==> src/rtl/bist_sig_engine.sv <==
// bist_sig_engine: multi-lane MISR signature compactor with golden compare.
// Optional compaction watchdog is built when BIST_SIG_WATCHDOG_EN is defined.
module bist_sig_engine #(
  parameter int unsigned WIDTH = 32,
  parameter int unsigned LANES = 2,
  parameter logic [WIDTH-1:0] POLY = WIDTH'(32'h80200003),
  parameter logic [WIDTH-1:0] SEED = WIDTH'(32'h0000ACE1),
  parameter int unsigned TEST_LEN = 256,
  parameter int unsigned TIMEOUT = 1024
) (
  input  logic                   clk,
  input  logic                   rst,
  input  logic                   start,
  input  logic                   data_valid,
  input  logic [LANES*WIDTH-1:0] data_in,
  input  logic [LANES-1:0]       carry_in,
  input  logic [LANES*WIDTH-1:0] golden_sig,
  input  logic                   clear_fault,
  output logic                   busy,
  output logic                   done,
  output logic                   pass,
  output logic [LANES-1:0]       fault_mask,
  output logic                   mux_sel
);

  typedef enum logic [2:0] {
    IDLE,
    SEED_ST,
    COMPACT,
    COMPARE,
    DONE
  } state_t;

  state_t state_q;
  state_t state_d;

  logic [WIDTH-1:0] sig_q   [LANES];
  logic [WIDTH-1:0] sig_nxt [LANES];
  logic [LANES-1:0] mism;
  logic [LANES-1:0] fault_q;
  logic [15:0]      beat_q;
  logic             last_beat;

  logic load_seed;
  logic accept;
  logic do_cmp;
  logic clr_ok;

  assign last_beat = (beat_q == 16'(TEST_LEN - 1));

`ifdef BIST_SIG_WATCHDOG_EN
  localparam int unsigned WDW = $clog2(TIMEOUT + 1);

  logic [WDW-1:0] idle_q;
  logic           wd_hit;

  // Counts consecutive stalled compaction cycles only.
  assign wd_hit = (state_q == COMPACT) && !data_valid &&
                  (idle_q == WDW'(TIMEOUT - 1));

  always_ff @(posedge clk) begin
    if (rst) begin
      idle_q <= '0;
    end else if (state_q != COMPACT || data_valid) begin
      idle_q <= '0;
    end else begin
      idle_q <= idle_q + 1'b1;
    end
  end
`endif

  always_ff @(posedge clk) begin
    if (rst) begin
      state_q <= IDLE;
    end else begin
      state_q <= state_d;
    end
  end

  always_comb begin
    state_d = state_q;
    unique case (state_q)
      IDLE: begin
        if (start) state_d = SEED_ST;
      end
      SEED_ST: begin
        state_d = COMPACT;
      end
      COMPACT: begin
        if (data_valid && last_beat) begin
          state_d = COMPARE;
        end
`ifdef BIST_SIG_WATCHDOG_EN
        else if (wd_hit) begin
          state_d = DONE;
        end
`endif
      end
      COMPARE: begin
        state_d = DONE;
      end
      DONE: begin
        state_d = IDLE;
      end
      default: begin
        state_d = IDLE;
      end
    endcase
  end

  always_comb begin
    busy      = 1'b0;
    done      = 1'b0;
    load_seed = 1'b0;
    accept    = 1'b0;
    do_cmp    = 1'b0;
    clr_ok    = 1'b0;
    unique case (state_q)
      IDLE: begin
        clr_ok = 1'b1;
      end
      SEED_ST: begin
        busy      = 1'b1;
        load_seed = 1'b1;
      end
      COMPACT: begin
        busy   = 1'b1;
        accept = data_valid;
      end
      COMPARE: begin
        busy   = 1'b1;
        do_cmp = 1'b1;
      end
      DONE: begin
        done   = 1'b1;
        clr_ok = 1'b1;
      end
      default: begin
        busy = 1'b0;
      end
    endcase
  end

  always_comb begin
    mism = '0;
    for (int i = 0; i < LANES; i++) begin
      sig_nxt[i] = {sig_q[i][WIDTH-2:0], ^(sig_q[i] & POLY)}
                 ^ data_in[i*WIDTH +: WIDTH]
                 ^ WIDTH'(carry_in[i]);
      mism[i] = (sig_q[i] != golden_sig[i*WIDTH +: WIDTH]);
    end
  end

  always_ff @(posedge clk) begin
    if (rst) begin
      for (int i = 0; i < LANES; i++) begin
        sig_q[i] <= SEED;
      end
      beat_q <= '0;
    end else if (load_seed) begin
      for (int i = 0; i < LANES; i++) begin
        sig_q[i] <= SEED;
      end
      beat_q <= '0;
    end else if (accept) begin
      for (int i = 0; i < LANES; i++) begin
        sig_q[i] <= sig_nxt[i];
      end
      beat_q <= beat_q + 16'd1;
    end
  end

  // Fault flags are sticky; only an explicit clear at rest drops them.
  always_ff @(posedge clk) begin
    if (rst) begin
      fault_q <= '0;
      pass    <= 1'b0;
    end else if (do_cmp) begin
      fault_q <= fault_q | mism;
      pass    <= ~|mism;
    end
`ifdef BIST_SIG_WATCHDOG_EN
    else if (wd_hit) begin
      fault_q <= '1;
      pass    <= 1'b0;
    end
`endif
    else if (clr_ok && clear_fault) begin
      fault_q <= '0;
    end
  end

  assign fault_mask = fault_q;
  assign mux_sel    = |fault_q;

endmodule
==> config.mk <==
export PLATFORM = sky130hd
export DESIGN_NAME = bist_sig_engine
export DESIGN_NICKNAME = d
export VERILOG_FILES = /design/src/rtl/bist_sig_engine.sv
export SDC_FILE = /design/constraint.sdc
export NUM_CORES = 1
export LEC_CHECK = 0
export ABC_AREA = 0
export BUFFER_PORTS_ARGS = -buffer_cell sky130_fd_sc_hd__buf_2
export CELL_PAD_IN_SITES_DETAIL_PLACEMENT = 1
export CELL_PAD_IN_SITES_GLOBAL_PLACEMENT = 1
export CORE_MARGIN = 3
export CORE_UTILIZATION = 40
export DETAILED_ROUTE_END_ITERATION = 10
export MAX_ROUTING_LAYER = met4
export PLACE_DENSITY_LB_ADDON = 0.25
export SETUP_SLACK_MARGIN = 0.15
export SLEW_MARGIN = 20
export SYNTH_ARGS = -nofsm -noshare
export SYNTH_HDL_FRONTEND = slang
export SYNTH_SLANG_ARGS = --single-unit
==> constraint.sdc <==
create_clock -name clk -period 3.7 [get_ports clk]
set_input_delay 0.74 -clock clk [delete_from_list [all_inputs] [get_ports clk]]
set_output_delay 0.74 -clock clk [all_outputs]
set_load 0.02 [all_outputs]
==> impl_metrics.toml, run 1 <==
[critical_path]
crit_path_cell_trace = "buf_2 -> and4bb_1 -> or3_2 -> buf_4"
cp_slowest_cell = "or3_2"
crit_arrival_ns = 2.41
worstSetupPathType = "in -> reg"
path_buf_inv = 2
critPathMaxStageDelay_ns = 0.75
crit_path_end_kind = "register"
critical_path.top_delay_family = "simple AND/OR/NAND/NOR gates"
critPathLaunchType = "primary input"
required_ns = 3.72
rr_endpoint = "sig_q[0][34]$_SDFFCE_PN0P_"
r2r_start = "state_q[1]$_SDFFE_PP0P_"
r2r_cells = 3
critPathMaxFanout = 36
reg2reg_slack_ns = 1.32

[timing]
period_share_pct = 64.7
slew_viol_final = 0
tightest_slew_ns = 0.964
max_freq_mhz = 418
finalHoldViolCount = 0
setup_viol = 0
fin_crit_ns = 2.39
rsz0062_at_grt = "false"
maxSlewHeadroom_pct = 35.7
skew_ns = 0.00584
tns_ns = 0

[cts]
cts_sinks = 86
numCtsBuffers = 9
post_cts_buffers = 0
clockRootBuffer = "clkbuf_16"
clk-insertion-delay-late_ns = 0.33
cts_tree = "yes"
ctsResizeCount = 0
ctsHoldBuffers = 0
clk_pin_slew_worst_paths_ns = 0.06
clock_path_buffers = 2
htree_num_levels = 3

[global_route]
grt_antenna_before_repair = 1
track_usage_pct = 19.6
grt_pass1_vias = 3622
grt-ovfl-total = 0
grt_max_degree = 49
grt_pass1_wl_mm = 18.7

[route]
first_pass_iters = 4
routedWlPerCell_um = 16.8
antenna_left = 0
drt-total-wl_mm = 11.7
vias = 3418
drc = 0
drt_iter0_markers = 130
via_per_inst = 4.93

[min_path]
worstHoldStart = "pass$_SDFFE_PP0P_"
min_to = "pass$_SDFFE_PP0P_"
holdPathStages = 2
worst_hold_path_type = "reg -> reg"

[placement]
hpwl_mm = 9.08
place_area_um2 = 5390
gp_congestion = 0.893
port_buffers = 140

[synth]
ys_warn_count = 0
synth_nets = 541
synth_area_leaders = "edfxtp_1, xnor2_1, dfxtp_1"
synthesis.area_um2 = 4540
synth_seq_area_share_pct = 52.1
ys_seq_elements = 86
synth_common_cells = "xnor2_1, nor2_1, edfxtp_1"
synth_top_area_share_pct = 42.3
yosysTopAreaCell = "edfxtp_1"
yosysMostFrequentCell = "xnor2_1"
ys_types = 35
synth_edf_count = 64
avgSynthCellArea_um2 = 11.2
synth_ff_type = "edfxtp_1"
async_reset_ff_share_pct = 0
syn_inst = 405

[flow_run]
maxCapViolations = 0

[die]
dieArea_um2 = 12700
io_pins = 141
die_x_um = 113
num_rows = 38
start_util_pct = 41.3
core_area_um2 = 11000
die_h_um = 113

[finish]
layout-drive-gt1-share_pct = 30.0
postLayoutCellArea_um2 = 5680
fill_cells = 1240
nets = 684
area_growth_pct = 25.1

[run_status]
status = "completed"

[pwr]
power_density_nw_per_um2 = 419
power_leakage_nw = 2.04
vdd_drop_max_mv = 0.215
[power by group]
group / leakage, nW / total [mW] / internal (mW) / switching, mW
clock: 0.137 / 0.874 / 0.519 / 0.355
sequential: 0.801 / 1.15 / 1.10 / 0.0541
combinational: 1.10 / 0.348 / 0.185 / 0.163
[per-layer routing]
layer / share of wire, % / track usage (%) / vias up
met3: 6.7 / 3.94 / 11
met5: 0 / - / -
met2: 49 / 32.8 / 121
met4: 0.99 / 3.77 / 0
li1: - / - / 1659
met1: 43 / 25.1 / 1627
[logic make-up after synthesis]
kind of cell | count (synthesis) | share of synthesized area (%)
AO/OA/AOI/OAI | 12 | 1.71
XOR/XNOR | 149 | 28.8
adder cells (fa/ha/maj) | 1 | 0.276
buffers and inverters | 12 | 1.19
flip-flops | 86 | 52.1
multiplexers | 1 | 0.221
AND/OR/NAND/NOR | 144 | 15.8
[placed cells by master (no fill, tap or decap), types with 3 or more instances in the layout]
| cell | synthesis | final |
|---|---|---|
| and2_1 | 3 | 3 |
| edfxtp_1 | 64 | 64 |
| nor2_1 | 66 | 66 |
| nand2_1 | 23 | 23 |
| nand4_1 | 22 | 22 |
| or3_1 | 4 | 3 |
| buf_2 | 4 | 140 |
| nor3_1 | 4 | 4 |
| o21ai_0 | 3 | 3 |
| dfxtp_1 | 22 | 22 |
| a21oi_1 | 5 | 5 |
| xnor2_1 | 144 | 144 |
| xor2_1 | 5 | 5 |
| buf_4 | 1 | 3 |
| clkbuf_16 | 0 | 9 |
| nor4_1 | 6 | 6 |
[layout make-up]
class                           instances  area (µm²)  share of cell area, %
Sequential cell                        86        2360                   41.6
Multi-Input combinational cell        307        2130                   37.4
Timing Repair Buffer                  143         723                   12.7
Clock buffer                           11         233                   4.10
Tap cell                              140         175                   3.09
Clock inverter                          5        51.3                  0.904
Inverter                                1        3.75                 0.0661
Antenna cell                            1        2.50                 0.0441
[worst max-delay path by stage]
stage / from / end / cells past startpoint
detailed placement: data_valid / sig_q[0][33]$_SDFFCE_PN0P_ / 4
global placement: data_valid / sig_q[0][34]$_SDFFCE_PN0P_ / 4
CTS: state_q[1]$_SDFFE_PP0P_ / sig_q[0][33]$_SDFFCE_PN0P_ / 3
global route: state_q[1]$_SDFFE_PP0P_ / sig_q[0][57]$_SDFFCE_PN0P_ / 3
finish: data_valid / sig_q[0][34]$_SDFFCE_PN0P_ / 4
floorplan: data_valid / sig_q[0][0]$_SDFFCE_PN1P_ / 3
[registers in the layout, summed over array words and instances, names as in the netlist]
name / flops
sig_q: 64
state_q: 3
beat_q: 16
pass: 1
fault_mask: 2
[stage by stage]
stage,util [%],setup slack [ns],hold slack (ns),instances,total power [mW]
after global routing,51.7,1.15,0.543,694,2.48
after floorplan,-,0.763,0.480,405,1.37
after global placement,49.1,0.967,0.466,677,1.51
after CTS,51.7,1.29,0.474,693,2.40
final,51.7,1.31,0.471,694,2.38
after detailed placement,49.1,0.941,0.464,677,1.52
[worst register-to-register path: cells and delay by family, from the launching register on]
| family | cells | cell delay, ns |
|---|---|---|
| simple gates | 2 | 1.25 |
| flops | 1 | 0.44 |
| buf+inv | 1 | 0.38 |
(Power assumes the default switching activity.)
==> run 2, diff against run 1 <==
- ABC_AREA: 0 -> 1
- CORE_UTILIZATION: 40 -> 35
- clock period: 3.7 -> 1.9 ns (I/O delays scaled with it)
==> impl_metrics.toml, run 2 <==
[run_status]
status = "completed"

[cts]
post_cts_buffers = 0
clk-insertion-delay-late_ns = 0.34
cts_tree = "yes"
clk_pin_slew_worst_paths_ns = 0.06
numCtsBuffers = 9
clockRootBuffer = "clkbuf_16"
cts_sinks = 86
htree_num_levels = 3
ctsResizeCount = 0
clock_path_buffers = 2
ctsHoldBuffers = 0

[critical_path]
reg2reg_slack_ns = 0.30
critPathLaunchType = "register"
worstSetupPathType = "reg -> out"
critPathMaxFanout = 3
crit_path_end_kind = "output port"
crit_arrival_ns = 1.23
required_ns = 1.52

[pwr]
power_leakage_nw = 2.79
total_power_mw = 5.17
power_density_nw_per_um2 = 807
vdd_drop_max_mv = 0.305

[timing]
tns_ns = 0
rsz0062_at_grt = "false"
finalHoldWorstSlack_ns = 0.340
period_share_pct = 85.0
finalHoldViolCount = 0
slew_viol_final = 0
layout_setup_ws_ns = 0.286
max_freq_mhz = 619
setup_viol = 0
skew_ns = 0.00648
maxSlewHeadroom_pct = 78.0
tightest_slew_ns = 0.327
fin_crit_ns = 1.61

[die]
dieArea_um2 = 15900
start_util_pct = 36.1
io_pins = 141
num_rows = 43
die_x_um = 126
die_h_um = 126
core_area_um2 = 14000

[global_route]
grt_pass1_wl_mm = 21.2
grt_antenna_before_repair = 0
grt_max_degree = 25
grt_pass1_vias = 4492
grt-ovfl-total = 0
track_usage_pct = 17.3

[min_path]
worst_hold_path_type = "in -> reg"

[synth]
ys_seq_elements = 86
synthesis.area_um2 = 5050
yosysTopAreaCell = "edfxtp_1"
avgSynthCellArea_um2 = 8.85
synth_edf_count = 64
ys_warn_count = 0
async_reset_ff_share_pct = 0
synth_ff_type = "edfxtp_1"
ys_types = 29
synth_area_leaders = "edfxtp_1, xnor2_1, nand2_1"
synth_top_area_share_pct = 38.0
synth_seq_area_share_pct = 46.8
synth_common_cells = "nand2_1, nor2_1, xnor2_1"
synth_nets = 707
syn_inst = 571
yosysMostFrequentCell = "nand2_1"

[finish]
fill_cells = 1716
largest_reg_flops = 64
nets = 858
fin_util_pct = 45.8
area.sequential_um2 = 2360
multiInputGateArea_um2 = 2380
layout_commonest_cell = "buf_2"
top_register = "sig_q"
layout-drive-gt1-share_pct = 27.1
area_growth_pct = 26.8
reg_top3 = "sig_q x64, beat_q x16, state_q x3"
diodes = 0
final_cell_mix = "buf_2, nand2_1, nor2_1"

[route]
via_per_inst = 4.49
drt-total-wl_mm = 13.0
drc = 0
routedWlPerCell_um = 14.4
drt_iter0_markers = 132
antenna_left = 0
vias = 4072
first_pass_iters = 4

[placement]
place_ws_ns = 0.252
port_buffers = 140
gp_congestion = 0.775
hpwl_mm = 10.7

[flow_run]
maxCapViolations = 0
-- run 2: changes by cell type after synthesis, moves of 5 or more --
cell / before / now
a21oi_1: 5 / 14
nand4_1: 22 / 1
o21ai_0: 3 / 10
inv_1: 1 / 66
nor2_1: 66 / 89
nor2_4: 0 / 13
nand2_1: 23 / 132
xnor2_1: 144 / 84
nor3_1: 4 / 9
xor2_1: 5 / 30
nor2_2: 0 / 10
-- run 2: worst paths after layout --
check,from,depth (start not counted),endpoint
worst min register to register,beat_q[6]$_SDFFE_PP0N_,2,beat_q[6]$_SDFFE_PP0N_
worst max-delay path,state_q[2]$_SDFFE_PP0P_,3,done
worst max register to register,state_q[1]$_SDFFE_PP0P_,7,sig_q[0][3]$_SDFFCE_PN0P_
worst min-delay path,data_in[11],3,sig_q[0][11]$_SDFFCE_PN1P_
-- run 2: per-stage QoR --
| stage | std cells | cell area, µm² |
|---|---|---|
| global placement | 891 | 6060 |
| finish | 907 | 6400 |
| floorplan | 571 | 5070 |
| CTS | 907 | 6400 |
| global route | 907 | 6400 |
| detailed placement | 891 | 6060 |
-- run 2: cells by family after synthesis --
| kind of cell | after synthesis | share of synthesized area (%) |
|---|---|---|
| XOR/XNOR | 114 | 19.8 |
| adder cells (fa/ha/maj) | 1 | 0.248 |
| AO/OA/AOI/OAI | 25 | 2.58 |
| flip-flops | 86 | 46.8 |
| buffers and inverters | 76 | 6.37 |
| AND/OR/NAND/NOR | 269 | 24.3 |
-- run 2: worst max-delay path, stage by stage (launching register included) --
cell	delay [ns]
dfxtp_1	0.35
inv_1	0.08
nor3_1	0.24
buf_2	0.23
-- run 2: layout make-up --
cell class | instances | share of cell area, %
clock inverter | 6 | 1.72
sequential | 86 | 36.9
inverter | 68 | 4.03
clock buffer | 10 | 3.58
multi-input combinational | 409 | 37.2
timing repair buffer | 148 | 13.1
tap | 180 | 3.52
-- run 2: metal layers --
metal	up-vias	track usage, %	share of wire [%]
met3	16	3.44	4.5
met1	1901	20.4	43
li1	2067	-	-
met4	0	4.92	1.5
met2	88	30.0	51
met5	-	-	0
-- run 2: power by group --
group	total [mW]	switching (mW)	internal, mW
Clock	2.01	0.726	1.28
Combinational	0.868	0.452	0.417
Sequential	2.29	0.122	2.17
Total	5.17	1.30	3.87
==> run 3, diff against run 2 <==
- ABC_AREA: 1 -> 0
- CORE_UTILIZATION: 35 -> 36
- clock period: 1.9 -> 1.3 ns (I/O delays scaled with it)
==> impl_metrics.toml, run 3 (synthesis results as in run 1) <==
[critical_path]
crit_arrival_ns = 2.07
critPathLaunchType = "register"
r2r_cells = 5
worstSetupPathType = "reg -> reg"
r2r_start = "sig_q[0][62]$_SDFFCE_PN0P_"
critical_path.top_delay_family = "simple AND/OR/NAND/NOR gates"
cp_slowest_cell = "edfxtp_1"
rr_endpoint = "pass$_SDFFE_PP0P_"
path_buf_inv = 0
crit_path_cell_trace = "xnor2_1 -> nand4_1 -> nor4_4 -> a21oi_2 -> a2111oi_2"
critPathMaxStageDelay_ns = 0.45
crit_path_end_kind = "register"
critPathMaxFanout = 2
required_ns = 1.55
reg2reg_slack_ns = -0.52

[timing]
layout_setup_ws_ns = -0.520
tightest_slew_ns = 0.381
max_freq_mhz = 550
finalHoldViolCount = 0
finalHoldWorstSlack_ns = 0.236
setup_viol = 151
tns_ns = -41.89
slew_viol_final = 0
period_share_pct = 140
skew_ns = 0.0110
fin_crit_ns = 1.82
rsz0062_at_grt = "true"
maxSlewHeadroom_pct = 74.4

[flow_run]
maxCapViolations = 0

[cts]
clk_pin_slew_worst_paths_ns = 0.07
clock_path_buffers = 2
htree_num_levels = 3
clk-insertion-delay-late_ns = 0.35
cts_tree = "yes"
cts_sinks = 86
numCtsBuffers = 9
clockRootBuffer = "clkbuf_16"

[die]
start_util_pct = 37.3
io_pins = 141
die_h_um = 118
core_area_um2 = 12200
num_rows = 40
dieArea_um2 = 14000
die_x_um = 118

[pwr]
vdd_drop_max_mv = 0.751
clkPwrFrac_pct = 32.2
p_sw_mw = 2.06
power_leakage_nw = 3.02
total_power_mw = 7.49
intPower_mw = 5.44
power_density_nw_per_um2 = 974
comb_power_share_pct = 24.3
swShare_pct = 27.4
pwr-share-seq_pct = 43.5

[route]
drt_iter0_markers = 191
via_per_inst = 4.99
first_pass_iters = 4
drt-total-wl_mm = 19.0
antenna_left = 0
vias = 4233
drc = 0
routedWlPerCell_um = 22.4

[finish]
area_growth_pct = 69.6
layout-drive-gt1-share_pct = 56.9
fill_cells = 1283
top_register = "sig_q"
largest_reg_flops = 64
final_cell_mix = "xnor2_1, buf_2, buf_4"
layout_commonest_cell = "xnor2_1"
nets = 808
reg_top3 = "sig_q x64, beat_q x16, state_q x3"

[global_route]
grt_max_degree = 21
grt_pass1_vias = 4597
track_usage_pct = 24.4
grt_antenna_before_repair = 3
grt_pass1_wl_mm = 25.2
grt-ovfl-total = 0

[placement]
port_buffers = 140
hpwl_mm = 10.4
gp_congestion = 0.856

[min_path]
holdPathStages = 3
worst_hold_path_type = "in -> reg"
worstHoldStart = "data_in[13]"
min_to = "sig_q[0][13]$_SDFFCE_PN1P_"

[run_status]
status = "finished with violations"
violations = "setup timing"
==> run 3: cell types whose count changed in the layout (fill, tap and decap cells not counted), sizes merged, moves of 5 or more <==
cell / change
nand4: +22
nand2: -113
o21ai: -7
nor3: -5
buf: +116
nor2: -48
xnor2: +60
inv: -67
a21oi: -9
xor2: -25
nor4: +6
==> run 3: worst register-to-register path: stages, from the launching register on <==
cell,delay (ns)
edfxtp_1,0.45
xnor2_1,0.24
nand4_1,0.19
nor4_4,0.42
a21oi_2,0.14
a2111oi_2,0.28
==> run 3: metal layers <==
layer / part of all wire (%) / GRT usage, % / up-vias
li1: - / - / 1924
met1: 36 / 25.2 / 2102
met2: 55 / 44.6 / 163
met3: 4.6 / 5.07 / 44
met4: 3.8 / 11.1 / 0
met5: 0 / - / -
==> run 3: area by class of cell <==
cell class,instances,area (µm²),area share [%]
inverter,1,3.75,0.0488
timing repair buffer,266,2120,27.6
multi-input combinational,308,2720,35.3
clock inverter,4,15.0,0.195
clock buffer,12,246,3.20
sequential,86,2370,30.8
antenna,3,7.51,0.0975
tap,168,210,2.73
==> run 3: worst max path at each step <==
stage	from	to	slack (ns)	cells after the start
finish	sig_q[0][62]$_SDFFCE_PN0P_	pass$_SDFFE_PP0P_	-0.52	5
global route	sig_q[0][62]$_SDFFCE_PN0P_	pass$_SDFFE_PP0P_	-0.60	5
CTS	sig_q[0][29]$_SDFFCE_PN0P_	pass$_SDFFE_PP0P_	-0.39	6
detailed placement	sig_q[0][16]$_SDFFCE_PN0P_	pass$_SDFFE_PP0P_	-0.63	6
global placement	sig_q[0][20]$_SDFFCE_PN0P_	pass$_SDFFE_PP0P_	-0.45	6
floorplan	state_q[2]$_SDFFE_PP0P_	sig_q[0][0]$_SDFFCE_PN1P_	-0.36	3
==> run 3: repair_timing <==
action	in CTS	in global routing
hold buffers	0	0
hold endpoints to repair	0	0
gates resized for setup	86	94
endpoints found under the setup margin	154	155
pin swaps	51	33
buffers inserted	17	10
cloned	11	2
==> run 3: power by group through the flow <==
| stage | sequential (mW) | clock, mW | combinational, mW |
|---|---|---|---|
| floorplan | 3.30 | 0 | 0.622 |
| global placement | 3.29 | 0 | 1.23 |
| detailed placement | 3.30 | 0 | 1.27 |
| CTS | 3.24 | 2.41 | 1.56 |
| global route | 3.27 | 2.54 | 1.93 |
| finish | 3.26 | 2.41 | 1.82 |
==> run 3: per-stage QoR <==
step                      area (µm²)  std cells  util [%]  setup WS, ns
after floorplan                 4660        405         -        -0.359
after global placement          6160        789      50.7        -0.454
after detailed placement        6160        789      50.7        -0.626
after CTS                       7190        833      59.1        -0.385
after global routing            7700        848      63.3        -0.596
final                           7700        848      63.3        -0.520
